`src/rtl/imm_decode_stage.sv`:
```
// RISC-V immediate decode stage: classifies the opcode, extracts and sign-extends the
// immediate, and passes beats through a two-entry (main + skid) elastic buffer.
module imm_decode_stage #(
    parameter int XLEN  = 32,
    parameter int TAG_W = 32,
    parameter int CNT_W = 16
) (
    input  logic             clk,
    input  logic             rst,
    input  logic             flush,
    input  logic             in_valid,
    output logic             in_ready,
    input  logic [31:0]      in_inst,
    input  logic [TAG_W-1:0] in_tag,
    output logic             out_valid,
    input  logic             out_ready,
    output logic [XLEN-1:0]  out_imm,
    output logic [2:0]       out_fmt,
    output logic             out_illegal,
    output logic [TAG_W-1:0] out_tag,
    output logic [CNT_W-1:0] illegal_cnt
);

    localparam logic [2:0] FMT_R   = 3'd0;
    localparam logic [2:0] FMT_I   = 3'd1;
    localparam logic [2:0] FMT_S   = 3'd2;
    localparam logic [2:0] FMT_B   = 3'd3;
    localparam logic [2:0] FMT_U   = 3'd4;
    localparam logic [2:0] FMT_J   = 3'd5;
    localparam logic [2:0] FMT_INV = 3'd7;

    logic [2:0]         dec_fmt;
    logic signed [31:0] dec_imm32;
    logic [XLEN-1:0]    dec_imm;
    logic               dec_illegal;

    logic               main_valid;
    logic               skid_valid;
    logic [XLEN-1:0]    skid_imm;
    logic [2:0]         skid_fmt;
    logic               skid_illegal;
    logic [TAG_W-1:0]   skid_tag;

    logic               accept;
    logic               consume;
    logic               main_valid_n;
    logic               skid_valid_n;
    logic               main_from_in;
    logic               main_from_skid;
    logic               skid_from_in;

    always_comb begin
        dec_fmt = FMT_INV;
        case (in_inst[6:0])
            7'b0110111, 7'b0010111: dec_fmt = FMT_U;
            7'b1101111:             dec_fmt = FMT_J;
            7'b1100111, 7'b0000011, 7'b0010011,
            7'b0001111, 7'b1110011: dec_fmt = FMT_I;
            7'b1100011:             dec_fmt = FMT_B;
            7'b0100011:             dec_fmt = FMT_S;
            7'b0110011:             dec_fmt = FMT_R;
            default:                dec_fmt = FMT_INV;
        endcase
    end

    // Every format's 32-bit immediate already carries inst[31] in bit 31, so
    // widening to XLEN is a plain signed extension (U included).
    always_comb begin
        dec_imm32 = '0;
        case (dec_fmt)
            FMT_I: dec_imm32 = {{20{in_inst[31]}}, in_inst[31:20]};
            FMT_S: dec_imm32 = {{20{in_inst[31]}}, in_inst[31:25], in_inst[11:7]};
            FMT_B: dec_imm32 = {{19{in_inst[31]}}, in_inst[31], in_inst[7],
                                in_inst[30:25], in_inst[11:8], 1'b0};
            FMT_U: dec_imm32 = {in_inst[31:12], 12'b0};
            FMT_J: dec_imm32 = {{11{in_inst[31]}}, in_inst[31], in_inst[19:12],
                                in_inst[20], in_inst[30:21], 1'b0};
            default: dec_imm32 = '0;
        endcase
    end

    assign dec_imm     = XLEN'(dec_imm32);
    assign dec_illegal = (dec_fmt == FMT_INV);

    assign accept    = in_valid & in_ready & ~flush;
    assign consume   = main_valid & out_ready;
    assign out_valid = main_valid;

    always_comb begin
        main_valid_n   = main_valid;
        skid_valid_n   = skid_valid;
        main_from_in   = 1'b0;
        main_from_skid = 1'b0;
        skid_from_in   = 1'b0;
        if (consume) begin
            if (skid_valid) begin
                main_from_skid = 1'b1;
                main_valid_n   = 1'b1;
                skid_valid_n   = 1'b0;
                if (accept) begin
                    skid_from_in = 1'b1;
                    skid_valid_n = 1'b1;
                end
            end else begin
                main_from_in = accept;
                main_valid_n = accept;
            end
        end else if (accept) begin
            if (!main_valid) begin
                main_from_in = 1'b1;
                main_valid_n = 1'b1;
            end else begin
                skid_from_in = 1'b1;
                skid_valid_n = 1'b1;
            end
        end
    end

    // The main register doubles as the output register; data regs keep their
    // contents on flush since only the valids matter.
    always_ff @(posedge clk) begin
        if (rst) begin
            main_valid   <= 1'b0;
            skid_valid   <= 1'b0;
            in_ready     <= 1'b1;
            out_imm      <= '0;
            out_fmt      <= FMT_INV;
            out_illegal  <= 1'b0;
            out_tag      <= '0;
            skid_imm     <= '0;
            skid_fmt     <= FMT_INV;
            skid_illegal <= 1'b0;
            skid_tag     <= '0;
        end else if (flush) begin
            main_valid <= 1'b0;
            skid_valid <= 1'b0;
            in_ready   <= 1'b1;
        end else begin
            main_valid <= main_valid_n;
            skid_valid <= skid_valid_n;
            in_ready   <= ~skid_valid_n;
            if (main_from_skid) begin
                out_imm     <= skid_imm;
                out_fmt     <= skid_fmt;
                out_illegal <= skid_illegal;
                out_tag     <= skid_tag;
            end else if (main_from_in) begin
                out_imm     <= dec_imm;
                out_fmt     <= dec_fmt;
                out_illegal <= dec_illegal;
                out_tag     <= in_tag;
            end
            if (skid_from_in) begin
                skid_imm     <= dec_imm;
                skid_fmt     <= dec_fmt;
                skid_illegal <= dec_illegal;
                skid_tag     <= in_tag;
            end
        end
    end

    always_ff @(posedge clk) begin
        if (rst) begin
            illegal_cnt <= '0;
        end else if (accept && dec_illegal && (illegal_cnt != {CNT_W{1'b1}})) begin
            illegal_cnt <= illegal_cnt + 1'b1;
        end
    end

endmodule

```
`config.mk`:
```
export PLATFORM = sky130hd
export DESIGN_NAME = imm_decode_stage
export DESIGN_NICKNAME = d
export VERILOG_FILES = /design/src/rtl/imm_decode_stage.sv
export SDC_FILE = /design/constraint.sdc
export NUM_CORES = 1
export LEC_CHECK = 0
export BUFFER_PORTS_ARGS = -buffer_cell sky130_fd_sc_hd__clkbuf_2
export CORE_MARGIN = 4
export CORE_UTILIZATION = 31
export CTS_CLUSTER_DIAMETER = 80
export DETAILED_ROUTE_END_ITERATION = 8
export SLEW_MARGIN = 15
export SYNTH_ARGS = -nofsm -noshare
export SYNTH_HDL_FRONTEND = slang
export SYNTH_SLANG_ARGS = --single-unit
export TNS_END_PERCENT = 10
```
`constraint.sdc`:
```
create_clock -name clk -period 4 [get_ports clk]
set_input_delay 0 -clock clk [delete_from_list [all_inputs] [get_ports clk]]
set_output_delay 0 -clock clk [all_outputs]
set_load 0.005 [all_outputs]
```
==> flow_summary_export.csv, run 1 <==
group,metric,value,unit
clock_tree,cts_root_buf,"clkbuf_16",
power,pwr-share-comb,9.4,%
timing,fin_worst_skew,0.00844,ns
timing,slew_headroom,31.5,%
clock_tree,ctsLongestPathBuffers,2,
floorplan,initial_core_util,31.5,%
drt,vias,6832,
yosys,syn_nets,923,
worst_setup_path,cpPeakStageDelay,0.62,ns
place,dp_slack,1.57,ns
yosys,yosysWarnings,0,
worst_setup_path,path_class,"reg2reg",
floorplan,die-area,0.0246,sq mm
place,hpwl,13200,microns
clock_tree,cts-resized-gates,0,
global_route,track_usage,16.7,%
global_route,overflow,0,
run,cap_violations,0,
global_route,grt_max_degree,83,
global_route,antenna_found_initial,0,
clock_tree,hold_buffers,60,
timing,fin_crit_sh,59.3,%
timing,fin_setup_tns,0,ns
timing,hold-worst-slack,0.108,ns
finish,stdcell_area,0.00897,sq mm
yosys,syn_avg_cell_area,8.05,sq um
global_route,grtUsageMet3,5.31,%
global_route,grt-busiest-layer,"met2",
drt,postRouteAntennaNets,0,
worst_setup_path,cp_data_arrival_time,2.64,ns
worst_setup_path,cp-end-kind,"flop",
yosys,synth_cell_types,56,
clock_tree,clkTransAtPathRegs,0.06,ns
floorplan,die_h,157,microns
worst_setup_path,critical-path-top-delay-family,"simple AND/OR/NAND/NOR gates",
power,seqPwrFrac,45.4,%
finish,fin_nets,1094,
floorplan,io_pins,155,
worst_hold_path,hold_depth,4,
finish,fin_util,41.1,%
drt,wl,20500,microns
clock_tree,htree_num_levels,4,
drt,via_per_inst,5.19,
drt,wl_per_cell,15.6,microns
timing,rsz0062_at_grt,"no",
worst_setup_path,required,4.26,ns
timing,layout_min_cycle_time,2.37,ns
floorplan,rows,54,
yosys,seq_area_frac_synth,45.2,%
place,placed_area,0.00779,sq mm
power,irDropWorstVdd,0.247,mV
yosys,synth_seq_cells,155,
global_route,grt_first_pass_wirelength,33400,microns
finish,diodes,0,
finish,areaGrowthSynthToFinish,30.7,%
power,pwr-share-clk,45.2,%
place,io_buffers,154,
worst_setup_path,cp_slowest_cell,"a21oi_2",
power,p_int,2610,uW
power,power.static_leakage,0.00328,uW
drt,drc,0,
drt,dr.pass1.iters,5,
clock_tree,cts_tree,"built",
yosys,synth_area,0.00687,sq mm
worst_setup_path,crit_buf_inv,0,
worst_setup_path,path_max_fanout,50,
timing,final-hold-violation-count,0,
worst_hold_path,hold_class,"in2reg",
place,place.gp.congestion,0.799,
global_route,grt_pass1_vias,6515,
outcome,status,"finished clean",
timing,setup_viol,0,
finish,drive_gt1_share,21.3,%
power,sw_frac_of_total,26.3,%
worst_setup_path,startpoint_type,"flop",
timing,fmax,421,MHz
timing,layout_setup_ws,1.63,ns
floorplan,die_w,157,microns
timing,worstMarginPinSlew,1.02,ns
clock_tree,cts_setup_buffers,0,
yosys,synthFlopType,"dfxtp_1",
clock_tree,clkLatencyLatePin,0.42,ns
global_route,use_met1,21.7,%
yosys,syn_inst,853,
clock_tree,clock_sinks,155,
worst_setup_path,path_depth,5,
yosys,synth_edf_count,0,
floorplan,fp.coreArea,0.0218,sq mm
global_route,grt_use_met2,26.8,%
power,switching_power,933,uW
worst_setup_path,rr_worst_depth,5,
power,powerDensity,395,mW/mm^2
timing,finalMaxSlewViolations,0,
drt,drt_iter0_markers,434,
yosys,synthArstFlopShare,0,%
clock_tree,numCtsBuffers,17,
worst_setup_path,path_cells,"nand2_1, nor2_1, nand2_2, a21oi_2, a211oi_1",
## cell usage after synthesis (8+ instances only)
cell type | number | area share, %
nand3_1 | 8 | 0.58
a21oi_1 | 66 | 4.8
a311oi_1 | 45 | 5.7
o2bb2a_1 | 11 | 1.6
or4_1 | 9 | 0.98
o2111ai_1 | 10 | 1.3
a211o_1 | 8 | 1.0
o21ai_0 | 56 | 4.1
nor2_1 | 87 | 4.8
clkbuf_1 | 47 | 2.6
a221oi_1 | 17 | 2.2
o31ai_1 | 9 | 0.98
a211oi_1 | 19 | 2.1
dfxtp_1 | 155 | 45
nand2_1 | 186 | 10
buf_2 | 19 | 1.4
nor3_1 | 11 | 0.80
## worst register-to-register path, cell delays in order (launching register included)
cell      delay (ns)
dfxtp_1         0.35
nand2_1         0.23
nor2_1          0.26
nand2_2         0.61
a21oi_2         0.63
a211oi_1        0.14
## power by group through the flow
stage	registers (uW)	clock network, uW	logic, uW
finish	1610	1600	333
global route	1610	1710	370
CTS	1610	1650	333
detailed placement	1650	0	287
global placement	1650	0	285
floorplan	1640	0	159
## layout by cell type, fill, tap and decap left out, types with 13 or more instances in the layout
master           n
a211oi_1        19
a21oi_1         66
a221oi_1        17
a311oi_1        45
buf_4           13
clkbuf_16       17
clkbuf_2       153
dfxtp_1        155
dlygate4sd3_1   60
nand2_1        185
nor2_1          87
o21ai_0         56
## cells by family after synthesis
family	after synthesis	synth area share, %
and+or+nand+nor	353	22.4
DFF	155	45.2
xor gates and xnor gates	1	0.128
AOI/OAI and AO/OA	260	26.5
adders and majority gates	2	0.328
muxes	3	0.492
buffers and inverters	79	5.05
## routing by layer
| layer | up-vias | routed length, microns |
|---|---|---|
| met1 | 3209 | 9370 |
| met4 | 0 | 283 |
| met3 | 19 | 1410 |
| li1 | 3420 | - |
| met5 | - | 0 |
| met2 | 184 | 9480 |
## per-stage QoR
stage               power, uW  cells
floorplan                1800    853
global placement         1930   1225
detailed placement       1930   1225
CTS                      3600   1317
global route             3700   1317
finish                   3540   1317
## sequential cells by signal, indices dropped and copies added, names as in the netlist
| signal | count |
|---|---|
| illegal_cnt | 16 |
| in_ready | 1 |
| out_fmt | 3 |
| out_illegal | 1 |
| out_imm | 32 |
| out_tag | 32 |
| out_valid | 1 |
| skid_fmt | 3 |
| skid_illegal | 1 |
| skid_imm | 32 |
| skid_tag | 32 |
| skid_valid | 1 |
## cell type report
class / instances / area (sq um)
Fill cell: 2236 / 12800
Sequential cell: 155 / 3100
Clock inverter: 15 / 158
Clock buffer: 17 / 425
Inverter: 5 / 18.8
Tap cell: 280 / 350
Timing Repair Buffer: 226 / 1460
Multi-Input combinational cell: 619 / 3450
## worst paths after layout
path | start | endpoint | slack [ns]
min reg2reg | skid_imm[10] | skid_imm[10] | 0.45
min | in_valid | skid_valid | 0.11
max | in_ready | skid_imm[17] | 1.63
max reg2reg | in_ready | skid_imm[17] | 1.63
Note: power is estimated with default switching activity, not from simulation.
==> inputs of run 2 (changes only) <==
- clock period: 4 -> 2.1 ns (I/O delays scaled with it)
==> flow_summary_export.csv, run 2 (synthesis results as in run 1) <==
group,metric,value,unit
clock_tree,cts_tree,"built",
finish,fin_nets,1114,
power,powerDensity,734,mW/mm^2
place,dp_slack,0.199,ns
timing,layout_min_cycle_time,1.92,ns
finish,fillers,2173,
power,p_int,5010,uW
place,place.gp.congestion,0.844,
power,switching_power,1730,uW
finish,mostFrequentLayoutCell,"nand2_1",
floorplan,die_h,157,microns
worst_setup_path,cp_data_arrival_time,2.22,ns
outcome,status,"finished clean",
clock_tree,cts_setup_buffers,0,
floorplan,fp.coreArea,0.0218,sq mm
timing,final-hold-violation-count,0,
worst_setup_path,path_max_fanout,29,
floorplan,io_pins,155,
worst_setup_path,cp-end-kind,"flop",
finish,drive_gt1_share,23.0,%
drt,via_per_inst,5.18,
timing,fmax,521,MHz
power,irDropWorstVdd,0.460,mV
finish,areaGrowthSynthToFinish,33.9,%
timing,layout_setup_ws,0.179,ns
global_route,overflow,0,
floorplan,rows,54,
timing,slew_headroom,36.5,%
floorplan,die-area,0.0246,sq mm
drt,postRouteAntennaNets,0,
timing,setup_viol,0,
drt,wl_per_cell,15.9,microns
power,pwr-share-comb,9.7,%
global_route,grt_pass1_vias,6535,
worst_setup_path,startpoint_type,"flop",
finish,fin_cells,1336,
timing,fin_setup_tns,0,ns
timing,fin_crit_sh,91.5,%
place,place.detailed.instances,1247,
finish,fin_util,42.1,%
global_route,track_usage,17.0,%
clock_tree,clock_sinks,155,
worst_hold_path,hp-start,"in_inst[7]",
drt,drc,0,
clock_tree,clkLatencyLatePin,0.42,ns
clock_tree,htree_num_levels,4,
global_route,grt_first_pass_wirelength,34200,microns
clock_tree,clkTransAtPathRegs,0.06,ns
place,io_buffers,154,
worst_hold_path,hold_class,"in2reg",
power,seqPwrFrac,45.5,%
worst_setup_path,required,2.40,ns
timing,finalMaxSlewViolations,0,
timing,fin_worst_skew,0.00746,ns
place,hpwl,13900,microns
finish,diodes,0,
drt,vias,6924,
global_route,grt_max_degree,87,
drt,wl,21200,microns
power,sw_frac_of_total,25.7,%
worst_setup_path,startpoint,"in_ready",
clock_tree,cts_root_buf,"clkbuf_16",
finish,layout_common_cells,"185 x nand2_1, 155 x dfxtp_1, 153 x clkbuf_2, 87 x nor2_1, 66 x a21oi_1",
worst_setup_path,timing.rr.start,"in_ready",
power,power.static_leakage,0.00341,uW
clock_tree,numCtsBuffers,17,
timing,rsz0062_at_grt,"no",
clock_tree,ctsLongestPathBuffers,2,
timing,worstMarginPinSlew,0.953,ns
floorplan,initial_core_util,31.5,%
drt,drt_iter0_markers,511,
drt,dr.pass1.iters,5,
power,pwr-share-clk,44.7,%
run,cap_violations,0,
worst_setup_path,path_class,"reg2reg",
floorplan,die_w,157,microns
global_route,antenna_found_initial,0,
==> run 2: cell count changes in the layout (fill, tap and decap cells not counted), sizes merged <==
cell	change
clkinvlp	-1
clkbuf	+1
inv	+1
dlygate4sd3	-2
clkinv	-2
buf	+22
==> run 2: final timing paths <==
kind	endpoint	slack [ns]	cells after the start
max	illegal_cnt[9]	0.18	6
min	out_imm[0]	0.03	4
max reg2reg	illegal_cnt[9]	0.18	6
min reg2reg	skid_imm[8]	0.45	2
==> run 2: routing by layer <==
layer	share of wire, %	vias up	global-route usage (%)
li1	-	3465	-
met1	48	3242	24.0
met2	45	198	26.3
met3	5.4	19	3.73
met4	1.3	0	4.79
met5	0	-	0
==> run 2: critical path, stage by stage (launching register included) <==
cell and delay [ns]:
dfxtp_1 0.35, nand2_1 0.17, nor2_1 0.24, o311ai_2 0.18, buf_12 0.19, nor4_1 0.30, mux2_2 0.37
==> run 2: power by group through the flow <==
stage | sequential (uW) | clock [uW] | combinational [uW]
finish | 3070 | 3020 | 657
global route | 3080 | 3230 | 728
CTS | 3070 | 3120 | 656
detailed placement | 3140 | 0 | 569
global placement | 3130 | 0 | 566
floorplan | 3130 | 0 | 303
==> run 2: what timing repair did <==
item                                   CTS  global route
setup endpoints to repair                0             3
hold buffers                            58             0
resized for setup                        0             2
endpoints found under the hold margin  115             0
==> run 2: metrics by stage <==
stage                     instance area, sq um  total power [uW]  hold slack [ns]
after floorplan                           6870              3430            0.107
after global placement                    8030              3700            0.240
after detailed placement                  8030              3700            0.249
after CTS                                 9180              6840          0.00695
after global routing                      9190              7030           0.0335
final                                     9190              6740           0.0343
==> run 2: cell type report <==
type / instances / area, sq um / share of cell area (%)
Multi-Input combinational cell: 619 / 3460 / 37.6
Sequential cell: 155 / 3100 / 33.8
Timing Repair Buffer: 246 / 1690 / 18.4
Clock buffer: 18 / 439 / 4.78
Tap cell: 280 / 350 / 3.81
Clock inverter: 13 / 133 / 1.44
Inverter: 5 / 18.8 / 0.204
==> inputs of run 3 (changes only) <==
- BUFFER_PORTS_ARGS: -buffer_cell sky130_fd_sc_hd__clkbuf_2 -> -buffer_cell sky130_fd_sc_hd__buf_2
- CELL_PAD_IN_SITES_DETAIL_PLACEMENT: default -> 0
- CELL_PAD_IN_SITES_GLOBAL_PLACEMENT: default -> 2
- CORE_UTILIZATION: 31 -> 28
- CTS_CLUSTER_SIZE: default -> 8
- PLACE_DENSITY_LB_ADDON: default -> 0.1
==> flow_summary_export.csv, run 3 (synthesis results as in run 1) <==
group,metric,value,unit
place,dp_slack,0.00763,ns
finish,seqCellArea,0.00310,sq mm
floorplan,fp.coreArea,0.0242,sq mm
finish,mostFrequentLayoutCell,"nand2_1",
timing,rsz0062_at_grt,"yes",
run,cap_violations,0,
global_route,grt_max_degree,86,
clock_tree,clkTransAtPathRegs,0.07,ns
timing,slew_headroom,33.1,%
finish,fin_cells,1385,
floorplan,die_w,165,microns
worst_setup_path,required,2.45,ns
timing,layout_min_cycle_time,1.96,ns
clock_tree,cts_root_buf,"clkbuf_16",
finish,drive_gt1_share,23.5,%
place,place.detailed.instances,1295,
drt,wl_met1,11200,microns
power,p_int,5010,uW
floorplan,die-area,0.0271,sq mm
power,pwr-share-clk,45.0,%
clock_tree,clkLatencyLatePin,0.42,ns
power,irDropWorstVdd,0.401,mV
power,switching_power,1770,uW
drt,wl,22700,microns
global_route,grt_first_pass_wirelength,36200,microns
timing,layout_setup_ws,0.144,ns
clock_tree,cts_setup_buffers,0,
finish,multi_input_area,0.00349,sq mm
floorplan,rows,57,
drt,via_per_inst,4.83,
timing,worstMarginPinSlew,1.00,ns
place,io_buffers,154,
finish,fillers,2608,
finish,layout_common_cells,"185 x nand2_1, 155 x dfxtp_1, 153 x buf_2, 86 x nor2_1, 66 x a21oi_1",
finish,diodes,0,
power,sw_frac_of_total,26.1,%
worst_hold_path,hold_class,"in2reg",
timing,fmax,511,MHz
floorplan,io_pins,155,
timing,fin_worst_skew,0.0115,ns
floorplan,initial_core_util,28.3,%
global_route,overflow,0,
finish,areaGrowthSynthToFinish,35.3,%
worst_setup_path,path_class,"reg2reg",
drt,wl_per_cell,16.4,microns
worst_setup_path,cp-end-kind,"flop",
power,pwr-share-comb,9.8,%
drt,wl_met3,823,microns
clock_tree,htree_num_levels,4,
drt,drt_iter0_markers,359,
drt,vias,6694,
power,powerDensity,731,mW/mm^2
power,power.static_leakage,0.00348,uW
clock_tree,ctsLongestPathBuffers,2,
worst_setup_path,startpoint_type,"flop",
global_route,antenna_found_initial,0,
clock_tree,numCtsBuffers,17,
drt,highest_layer,"met4",
worst_setup_path,cp_data_arrival_time,2.31,ns
timing,finalMaxSlewViolations,0,
outcome,status,"finished clean",
worst_setup_path,path_max_fanout,13,
timing,setup_viol,0,
clock_tree,cts_tree,"built",
place,hpwl,14700,microns
global_route,track_usage,16.8,%
finish,fin_nets,1118,
place,place.gp.congestion,0.761,
drt,dr.pass1.iters,4,
global_route,grt_pass1_vias,6592,
finish,fin_util,38.3,%
clock_tree,clock_sinks,155,
drt,drc,0,
drt,postRouteAntennaNets,0,
drt,wl_met2,10500,microns
timing,final-hold-violation-count,0,
floorplan,die_h,165,microns
power,seqPwrFrac,45.1,%
timing,fin_crit_sh,93.1,%
==> run 3: layout make-up <==
type,instances,share of cell area (%)
clock buffer,18,4.73
tap,324,4.36
sequential,155,33.4
clock inverter,14,1.48
multi-input combinational,619,37.6
inverter,5,0.202
timing repair buffer,250,18.2
==> run 3: worst max-delay path, stage by stage, from the launching register on <==
cell and delay (ns):
dfxtp_1 0.34, nor2b_1 0.28, a211oi_4 0.08, nor2_1 0.74
buf_4 0.32, nand2_1 0.07, o21ai_0 0.06
==> run 3: stage by stage <==
stage | power (uW) | hold slack (ns) | setup TNS [ns] | area [sq um]
after global routing | 7110 | 0.0220 | -0.467 | 9290
after CTS | 6920 | 0.00682 | 0 | 9260
after detailed placement | 3720 | 0.261 | 0 | 8090
after floorplan | 3430 | 0.107 | 0 | 6870
final | 6790 | 0.0312 | 0 | 9290
after global placement | 3720 | 0.257 | 0 | 8090
==> run 3: worst paths after layout <==
kind / cells after the start / from / slack, ns / end
worst max-delay path: 6 / out_valid / 0.14 / out_imm[18]
worst min-delay path: 4 / in_inst[7] / 0.03 / out_imm[0]
worst max register to register: 6 / out_valid / 0.14 / out_imm[18]
worst min register to register: 2 / out_imm[19] / 0.45 / out_imm[19]
==> run 3: per-layer routing <==
metal | vias to the layer above | global-route usage, %
met2 | 118 | 27.6
met4 | 0 | 4.01
met5 | - | 0
met1 | 3094 | 22.9
li1 | 3474 | -
met3 | 8 | 3.27
==> run 3: power by group through the flow <==
stage | Combinational, uW | Sequential, uW | Clock [uW]
final | 668 | 3060 | 3060
after global routing | 749 | 3070 | 3290
after CTS | 675 | 3060 | 3180
after detailed placement | 589 | 3130 | 0
after global placement | 591 | 3130 | 0
after floorplan | 303 | 3130 | 0
==> run 3: timing repair <==
| action | in CTS | in global routing |
|---|---|---|
| hold buffers | 58 | 0 |
| endpoints found under the setup margin | 2 | 42 |
| gates resized for setup | 1 | 5 |
| endpoints found under the hold margin | 116 | 0 |
